**config.mk**
```make
export PLATFORM = sky130hd
export DESIGN_NAME = sync_symbol_streamer_flat
export DESIGN_NICKNAME = d
export VERILOG_FILES = /design/src/rtl/sync_symbol_streamer_if.sv /design/src/rtl/sync_symbol_streamer.sv /design/src/flat_wrapper.sv
export SDC_FILE = /design/constraint.sdc
export NUM_CORES = 1
export LEC_CHECK = 0
export CORE_ASPECT_RATIO = 1.1
export CORE_UTILIZATION = 40
export DETAILED_ROUTE_END_ITERATION = 6
export PLACE_DENSITY = 0.59
export SYNTH_ARGS = -nofsm -noshare
export SYNTH_HDL_FRONTEND = slang
export SYNTH_SLANG_ARGS = --single-unit
```
**constraint.sdc**
```tcl
create_clock -name clk -period 2.8 [get_ports clk]
set_input_delay 0.42 -clock clk [delete_from_list [all_inputs] [get_ports clk]]
set_output_delay 0.42 -clock clk [all_outputs]
set_load 0.01 [all_outputs]
```
**src/rtl/sync_symbol_streamer_if.sv**
```systemverilog
// AXI4-Stream symbol bus between the sync symbol streamer and the FFT stage.
// One 8-bit sample per beat, with a symbol-end marker and a channel-estimation flag.
interface sync_symbol_streamer_if;
  logic [7:0] tdata;
  logic       tvalid;
  logic       tready;
  logic       tlast;
  logic       tuser;

  modport master (
    output tdata,
    output tvalid,
    output tlast,
    output tuser,
    input  tready
  );

  modport slave (
    input  tdata,
    input  tvalid,
    input  tlast,
    input  tuser,
    output tready
  );
endinterface

```
**src/rtl/sync_symbol_streamer.sv**
```systemverilog
// Reads one CP-stripped burst out of the time-sync buffer and streams it as FFT symbols.
// A small skid FIFO absorbs the fixed buffer read latency so back-pressure never loses samples.
module sync_symbol_streamer #(
  parameter int unsigned FFT_POINT  = 64,
  parameter int unsigned NUM_SYM    = 12,
  parameter int unsigned CE_SYM     = 4,
  parameter int unsigned RD_LAT     = 2,
  parameter int unsigned SKID_DEPTH = 4
) (
  input  logic                           clk,
  input  logic                           rst_n,
  input  logic                           buff_full,
  input  logic [7:0]                     din,
  output logic [9:0]                     read_ptr,
  sync_symbol_streamer_if.master         m_axis,
  output logic                           done
);

  localparam int unsigned LastAddr = NUM_SYM * FFT_POINT - 1;
  localparam int unsigned PtrW     = (SKID_DEPTH > 1) ? $clog2(SKID_DEPTH) : 1;
  localparam int unsigned CntW     = $clog2(SKID_DEPTH + 1);
  localparam int unsigned SampW    = (FFT_POINT > 1) ? $clog2(FFT_POINT) : 1;
  localparam int unsigned SymW     = (NUM_SYM > 1) ? $clog2(NUM_SYM) : 1;

  localparam logic [1:0] StIdle    = 2'd0;
  localparam logic [1:0] StStream  = 2'd1;
  localparam logic [1:0] StDrain   = 2'd2;
  localparam logic [1:0] StWaitRel = 2'd3;

  logic [1:0]        state_q, state_d;
  logic [9:0]        read_ptr_q, read_ptr_d;
  logic [RD_LAT-1:0] vld_sr_q, vld_sr_d;
  logic [7:0]        mem_q [SKID_DEPTH];
  logic [PtrW-1:0]   wr_idx_q, wr_idx_d;
  logic [PtrW-1:0]   rd_idx_q, rd_idx_d;
  logic [CntW-1:0]   fifo_cnt_q, fifo_cnt_d;
  logic [SampW-1:0]  samp_q, samp_d;
  logic [SymW-1:0]   sym_q, sym_d;
  logic              done_q, done_d;

  logic        issue;
  logic        push;
  logic        pop;
  logic        tvalid;
  logic        samp_end;
  logic        last_beat;
  int unsigned inflight;

  assign tvalid    = (fifo_cnt_q != '0);
  assign pop       = tvalid && m_axis.tready;
  assign push      = vld_sr_q[RD_LAT-1];
  assign samp_end  = (samp_q == SampW'(FFT_POINT - 1));
  assign last_beat = samp_end && (sym_q == SymW'(NUM_SYM - 1));

  // Reads are only issued when every outstanding sample is guaranteed a FIFO slot.
  always_comb begin
    inflight = 0;
    for (int i = 0; i < RD_LAT; i++) begin
      inflight = inflight + 32'(vld_sr_q[i]);
    end
    issue = (state_q == StStream) && ((32'(fifo_cnt_q) + inflight) < SKID_DEPTH);
  end

  always_comb begin
    state_d    = state_q;
    read_ptr_d = read_ptr_q;
    done_d     = 1'b0;
    unique case (state_q)
      StIdle: begin
        if (buff_full) state_d = StStream;
      end
      StStream: begin
        if (issue) begin
          if (read_ptr_q == 10'(LastAddr)) begin
            state_d = StDrain;
          end else begin
            read_ptr_d = read_ptr_q + 10'd1;
          end
        end
      end
      StDrain: begin
        if (pop && last_beat) begin
          state_d = StWaitRel;
          done_d  = 1'b1;
        end
      end
      StWaitRel: begin
        if (!buff_full) begin
          state_d    = StIdle;
          read_ptr_d = '0;
        end
      end
      default: state_d = StIdle;
    endcase
  end

  always_comb begin
    vld_sr_d    = vld_sr_q;
    vld_sr_d[0] = issue;
    for (int i = 1; i < RD_LAT; i++) begin
      vld_sr_d[i] = vld_sr_q[i-1];
    end
  end

  always_comb begin
    wr_idx_d   = wr_idx_q;
    rd_idx_d   = rd_idx_q;
    fifo_cnt_d = fifo_cnt_q;
    if (push) begin
      wr_idx_d = (wr_idx_q == PtrW'(SKID_DEPTH - 1)) ? '0 : wr_idx_q + PtrW'(1);
    end
    if (pop) begin
      rd_idx_d = (rd_idx_q == PtrW'(SKID_DEPTH - 1)) ? '0 : rd_idx_q + PtrW'(1);
    end
    unique case ({push, pop})
      2'b10:   fifo_cnt_d = fifo_cnt_q + CntW'(1);
      2'b01:   fifo_cnt_d = fifo_cnt_q - CntW'(1);
      default: fifo_cnt_d = fifo_cnt_q;
    endcase
  end

  // Symbol position of the current FIFO head; advances only on a handshake.
  always_comb begin
    samp_d = samp_q;
    sym_d  = sym_q;
    if (pop) begin
      if (samp_end) begin
        samp_d = '0;
        sym_d  = (sym_q == SymW'(NUM_SYM - 1)) ? '0 : sym_q + SymW'(1);
      end else begin
        samp_d = samp_q + SampW'(1);
      end
    end
  end

  always_ff @(posedge clk or negedge rst_n) begin
    if (!rst_n) begin
      state_q    <= StIdle;
      read_ptr_q <= '0;
      vld_sr_q   <= '0;
      wr_idx_q   <= '0;
      rd_idx_q   <= '0;
      fifo_cnt_q <= '0;
      samp_q     <= '0;
      sym_q      <= '0;
      done_q     <= 1'b0;
    end else begin
      state_q    <= state_d;
      read_ptr_q <= read_ptr_d;
      vld_sr_q   <= vld_sr_d;
      wr_idx_q   <= wr_idx_d;
      rd_idx_q   <= rd_idx_d;
      fifo_cnt_q <= fifo_cnt_d;
      samp_q     <= samp_d;
      sym_q      <= sym_d;
      done_q     <= done_d;
    end
  end

  // Storage needs no reset: an empty FIFO masks the head below.
  always_ff @(posedge clk) begin
    if (push) mem_q[wr_idx_q] <= din;
  end

  assign read_ptr      = read_ptr_q;
  assign done          = done_q;
  assign m_axis.tvalid = tvalid;
  assign m_axis.tdata  = tvalid ? mem_q[rd_idx_q] : 8'h00;
  assign m_axis.tlast  = tvalid && samp_end;
  assign m_axis.tuser  = tvalid && (sym_q < SymW'(CE_SYM));

endmodule

```
**src/flat_wrapper.sv**
```systemverilog
// flat-port wrapper written by rule: the top's interface ports become plain ports
module sync_symbol_streamer_flat 
#(
  parameter int unsigned FFT_POINT  = 64,
  parameter int unsigned NUM_SYM    = 12,
  parameter int unsigned CE_SYM     = 4,
  parameter int unsigned RD_LAT     = 2,
  parameter int unsigned SKID_DEPTH = 4
)
  (clk, rst_n, buff_full, din, read_ptr, done, m_axis_tdata, m_axis_tvalid, m_axis_tlast, m_axis_tuser, m_axis_tready);
  sync_symbol_streamer_if m_axis_i ();
  input  logic clk;
  input  logic rst_n;
  input  logic buff_full;
  input  logic [7:0] din;
  output logic [9:0] read_ptr;
  output logic done;
  output wire logic [$bits(m_axis_i.tdata)-1:0] m_axis_tdata;
  output wire logic [$bits(m_axis_i.tvalid)-1:0] m_axis_tvalid;
  output wire logic [$bits(m_axis_i.tlast)-1:0] m_axis_tlast;
  output wire logic [$bits(m_axis_i.tuser)-1:0] m_axis_tuser;
  input wire logic [$bits(m_axis_i.tready)-1:0] m_axis_tready;
  assign m_axis_tdata = m_axis_i.tdata;
  assign m_axis_tvalid = m_axis_i.tvalid;
  assign m_axis_tlast = m_axis_i.tlast;
  assign m_axis_tuser = m_axis_i.tuser;
  assign m_axis_i.tready = m_axis_tready;
  sync_symbol_streamer #(.FFT_POINT(FFT_POINT), .NUM_SYM(NUM_SYM), .CE_SYM(CE_SYM), .RD_LAT(RD_LAT), .SKID_DEPTH(SKID_DEPTH)) u_core (.clk(clk), .rst_n(rst_n), .buff_full(buff_full), .din(din), .read_ptr(read_ptr), .m_axis(m_axis_i), .done(done));
endmodule
```
Yosys cells after proc, flatten, opt, wreduce, memory -nomap -nowiden

Memories as Yosys holds them, arrays and structs flattened.
Index checks and enable logic that the tools add are counted.
W data, S select, Z words.

Add/subtract/negate cells: 9
Order comparisons: 2
Equality and inequality tests: 16
Mux-type cells: 20
Reduce and logical (&&, ||, !) cells: 13

Operators with widths:

| cell                    | number |
|---|---|
| $add A3 B32 Y32         | 1 |
| $lt A32 B3 Y1 const B   | 1 |
| $mux W10                | 3 |
| $pmux W10 S2            | 1 |
| $mux W2                 | 7 |
| $add A10 B1 Y10 const B | 1 |
| $eq A10 B10 Y1 const B  | 1 |
| $eq A2 B2 Y1 const B    | 5 |
| $mux W8                 | 1 |
| $ne A2 B2 Y1 const B    | 4 |
| $pmux W2 S4             | 1 |
| $add A6 B1 Y6 const B   | 1 |
| $eq A6 B6 Y1 const B    | 1 |
| $logic_and A1 B1 Y1     | 6 |
| $mux W6                 | 1 |
| $pmux W3 S2             | 1 |
| $reduce_and A5 Y1       | 1 |
| $add A2 B1 Y2 const B   | 2 |
| $add A4 B1 Y4 const B   | 1 |
| $eq A2 B1 Y1 const B    | 2 |
| $eq A4 B4 Y1 const B    | 1 |
| $lt A4 B3 Y1 const B    | 1 |
| $mux W1                 | 4 |
| $mux W4                 | 1 |
| 9 further kinds         | 11 |

Register bits after elaboration: 32
RAM bits: 32
Bits of input ports: 12
Output and inout bits: 22
Word-level logic and storage cells: 70
Memories: 1

Memories:

| memory       | words | bits a word | rd ports | clocked after Yosys merged registers in | wr ports | line                       | RTL |
|---|---|---|---|---|---|---|---|
| u_core.mem_q | 4     | 8           | 1        | 0                                       | 1        | sync_symbol_streamer.sv:33 | `logic [7:0] mem_q [SKID_DEPTH];` |

Logic depth before layout (Yosys ltp)

Gate-level depths: netlist of the first run.

Word-level depth: 6
Depth in mapped cells: 8
Depth with buffers taken out: 8

Least setup slack after synthesis of the first run

No wires, ideal clock.

Kind: register to register
Start: register u_core.vld_sr_q[1]
End: register u_core.state_q[1]
Setup time: 128 ps
Data arrival time: 2181 ps
Data required time: 2672 ps
Setup slack: 491 ps
Stages on the path, launching flop included: 7
Buffers on the path: 0
Clock period less this slack: 2309 ps
Cells stage by stage: dfrtp_1 -> ha_1 -> ha_1 -> a311o_1 -> o41a_1 -> a211oi_2 -> mux2_1

Longest elaborated chain between the ends: 6

Ends and longest elaborated chain:

| item                               | line                        | RTL |
|---|---|---|
| from (decl)                        | sync_symbol_streamer.sv:32  | `logic [RD_LAT-1:0] vld_sr_q, vld_sr_d;` |
| from (signal assigned)             | sync_symbol_streamer.sv:150 | `vld_sr_q <= vld_sr_d;` |
| $add A1 B1 Y2                      | sync_symbol_streamer.sv:59  | `inflight = inflight + 32'(vld_sr_q[i]);` |
| $add A3 B32 Y32                    | sync_symbol_streamer.sv:61  | `issue = (state_q == StStream) && ((32'(fifo_cnt_q) + inflight) < SKID_DEPTH);` |
| $lt A32 B3 Y1                      | sync_symbol_streamer.sv:61  |  |
| $logic_and A1 B1 Y1                | sync_symbol_streamer.sv:61  |  |
| $ne A2 B1 Y1 (no source line)      | -                           |  |
| $reduce_and A5 Y1 (no source line) | -                           |  |
| to (signal assigned)               | sync_symbol_streamer.sv:138 | `state_q <= StIdle;` |
| to (signal assigned)               | sync_symbol_streamer.sv:148 | `state_q <= state_d;` |
| to (decl)                          | sync_symbol_streamer.sv:30  | `logic [1:0] state_q, state_d;` |

Every way passes these cells.
A chain may end at the register's enable or synchronous reset.

Worst setup path in the final report of the first run

Start: register u_core.samp_q[0]
End: output m_axis_tlast

Longest elaborated chain between the ends: 2

Ends and longest elaborated chain:

| item                   | line                        | RTL |
|---|---|---|
| from (decl)            | sync_symbol_streamer.sv:37  | `logic [SampW-1:0] samp_q, samp_d;` |
| from (signal assigned) | sync_symbol_streamer.sv:154 | `samp_q <= samp_d;` |
| $eq A6 B6 Y1           | sync_symbol_streamer.sv:52  | `assign samp_end = (samp_q == SampW'(FFT_POINT - 1));` |
| $logic_and A1 B1 Y1    | sync_symbol_streamer.sv:169 | `assign m_axis.tlast = tvalid && samp_end;` |
| to (decl)              | flat_wrapper.sv:20          | `output wire logic [$bits(m_axis_i.tlast)-1:0] m_axis_tlast;` |

Every way passes these cells.

==> impl_metrics.csv, run 1 <==
group,metric,value,unit
outcome,outcome,"complete, no violations",
route,route.met3.wl,175,um
placement,hpwl,3930,um
clocking,cts_sinks,64,
die,start_util,41.5,%
route,drc,0,
yosys,synth.avg_cell_area,13.3,um^2
route,drt_pass1_iterations,4,
die,row_count,33,
job,maxCapViolations,0,
timing,relSlewSlack,59.2,%
global_routing,overflow,0,
clocking,root_buffer,"clkbuf_8",
route,routed_wl,5730,um
route,wl_met1,2730,um
clocking,path_clk_slew,70,ps
worst_setup_path,r2r_end,"u_core.state_q[1]",
layout,drive_gt1_share,14.5,%
yosys,synth_cells,235,
yosys,synth_top_area_share,30.8,%
route,ant_nets,0,
power_and_ir_drop,clock_power_share,23.3,%
clocking,cts_resized,0,
yosys,synth_top_flop_cell,"edfxtp_1",
global_routing,grt_use_total,15.9,%
timing,finalHoldViolations,0,
yosys,yosys_register_bits,64,
die,ios,34,
clocking,numCtsBuffers,9,
power_and_ir_drop,p_leak,1.50,nW
die,die_h,94.6,um
yosys,netlist_area,3120,um^2
power_and_ir_drop,seq_power_share,36.1,%
layout,diodes,0,
power_and_ir_drop,vdd_drop_max,0.498,mV
clocking,post-cts-setup-buffers,0,
yosys,syn_nets,264,
worst_setup_path,end_kind,"output port",
route,wl_met2,2710,um
worst_setup_path,reg2reg_slack,380,ps
global_routing,antenna_found_initial,0,
clocking,htreeDepth,3,
clocking,cts_hold_buf,0,
power_and_ir_drop,p_switching,0.00140,W
yosys,yosys_warnings,0,
worst_setup_path,cp-start-kind,"register",
power_and_ir_drop,sw_frac_of_total,34.0,%
die,dieWidth,86.2,um
route,drt_iter0_markers,76,
clocking,cts_max_path_buffers,2,
layout,finish.utilization,50.9,%
layout,area_growth,22.6,%
power_and_ir_drop,p_comb_share,40.6,%
yosys,synthTopCellsByArea,"edfxtp_1 31%, dfrtp_1 26%, ha_1 6.4%, mux4_2 5.8%, nor2b_1 2.2%",
die,core_area,7510,um^2
yosys,post-synth-top-area-cell,"edfxtp_1",
worst_hold_path,min_to,"u_core.vld_sr_q[1]",
yosys,yosysSeqAreaShare,56.5,%
worst_setup_path,crit_required,2380,ps
global_routing,grt_max_degree,33,
worst_setup_path,crit_type,"register to output port",
clocking,cts_tree,"yes",
layout,layout.nets,306,
timing,final.setup.tns,0,ps
global_routing,grt_pass1_wl,9600,um
worst_hold_path,holdPathStages,0,
worst_setup_path,crit_fanout,4,
timing,finalSetupViolCount,0,
yosys,synth-edff-count,32,
timing,fin_skew,7.01,ps
worst_setup_path,reg2reg_depth,6,
route,wire_per_inst,14.8,um
route,vias,1990,
timing,layout_worst_path_cycle_share,89.6,%
die,die_area,8160,um^2
worst_hold_path,holdCritPathClass,"register to register",
route,avgViaCountPerCell,5.14,
timing,rsz0062_at_grt,"false",
power_and_ir_drop,intPower,0.00272,W
timing,slew_violations,0,
global_routing,grt_pass1_vias,1957,
power_and_ir_drop,cellPowerDensity,1080,nW/um^2
worst_setup_path,rr_startpoint,"u_core.vld_sr_q[1]",
worst_setup_path,cp.arrival,2090,ps
worst_hold_path,hold_path_startpoint,"u_core.vld_sr_q[0]",
placement,gp_congestion,0.773,
route,top_layer,"met4",
clocking,clock_latency,340,ps
timing,worst_pin_slew,612,ps
placement,numPortBuffers,33,
yosys,async_flop_share,50.0,%
timing,fin_crit,2510,ps
yosys,ys_types,52,
timing,fmax,399,MHz
-- layer usage --
metal,track usage [%],vias to the layer above
met5,0,-
met2,23.9,29
met3,4.37,10
met4,8.75,0
met1,20.8,985
li1,-,966
-- power groups by stage --
stage	Clock, W	Combinational, W	Sequential, W
2_1_floorplan	0	0.00115	0.00145
5_1_grt	0.00102	0.00187	0.00153
3_5_place_dp	0	0.00170	0.00151
3_3_place_gp	0	0.00167	0.00150
4_1_cts	0.000980	0.00170	0.00149
6_report	0.000960	0.00167	0.00149
-- how the worst max path moves through the flow --
stage,startpoint,to,slack [ps],depth (start not counted)
6_report,u_core.samp_q[0],m_axis_tlast,290,5
5_1_grt,u_core.samp_q[0],m_axis_tlast,160,5
4_1_cts,u_core.samp_q[0],m_axis_tlast,260,5
3_5_place_dp,u_core.vld_sr_q[1],u_core.state_q[1],380,6
3_3_place_gp,u_core.vld_sr_q[1],u_core.state_q[1],420,6
2_1_floorplan,u_core.vld_sr_q[1],u_core.state_q[1],490,6
-- sequential cells by signal, summed over array words and instances (netlist names) --
register / flops
u_core.mem_q: 32
u_core.vld_sr_q: 2
u_core.fifo_cnt_q: 3
u_core.samp_q: 6
u_core.rd_idx_q: 2
u_core.state_q: 2
u_core.read_ptr: 10
u_core.sym_q: 4
u_core.done: 1
u_core.wr_idx_q: 2
-- area by class of cell --
type                    instances  area [um^2]
inverters                      11         41.3
multi-input cells             153         1280
repair buffers                 38          368
clock inverters                 7          119
clock buffers                   9          124
fillers                       694         3690
flip-flops and latches         64         1760
well taps                     105          131
-- logic make-up after synthesis --
kind of cell,after synthesis,share of synthesized area [%]
muxes,15,8.50
AOI/OAI and AO/OA,37,9.54
DFF,64,56.5
buffers and inverters,18,2.53
and+or+nand+nor,78,14.2
xor gates and xnor gates,6,1.68
adders and majority gates,17,7.06
-- cells in the final DEF, fill, tap and decap left out, types with 7 or more instances in the layout --
cell type        count
and2_1               9
clkbuf_8             9
clkdlybuf4s50_1     33
dfrtp_1             32
edfxtp_1            32
ha_1                16
inv_1               10
mux4_2               8
nand2_1             17
nor2b_1             11
o21ai_0              7
-- stage by stage --
step / hold slack, ps / cell area [um^2] / setup slack (ps) / total power (W) / std cells
3_3_place_gp: 368 / 3580 / 421 / 0.00317 / 371
5_1_grt: 407 / 3820 / 157 / 0.00442 / 387
3_5_place_dp: 381 / 3580 / 383 / 0.00320 / 371
4_1_cts: 394 / 3820 / 261 / 0.00417 / 387
2_1_floorplan: 124 / 3120 / 491 / 0.00260 / 235
6_report: 385 / 3820 / 292 / 0.00412 / 387
-- critical path, cell delays in order, from the launching register on --
cell and delay [ps]:
dfrtp_1 390, ha_1 210, and4_1 270, and2_1 220
and2_1 140, clkdlybuf4s50_1 530
-- cell usage after synthesis (all sizes together) (4+ instances only) --
master	count
dfrtp	32
edfxtp	32
nand2	17
ha	16
inv	11
nor2b	11
and2	9
mux4	8
o21ai	7
mux2	6
nand3	6
nor3	6
nor2	5
a21o	4
and3b	4
buf	4
nand4	4
No activity file was read; power rests on OpenSTA's default activity.
==> run 2, diff against run 1 <==
--- a/config.mk
+++ b/config.mk
@@ -5,6 +5,7 @@
 export SDC_FILE = /design/constraint.sdc
 export NUM_CORES = 1
 export LEC_CHECK = 0
+export CAP_MARGIN = 20
 export CORE_ASPECT_RATIO = 1.1
 export CORE_UTILIZATION = 40
 export DETAILED_ROUTE_END_ITERATION = 6
==> results of run 2 <==
Same layout as run 1: the final DEF is identical, and so are final timing and power.
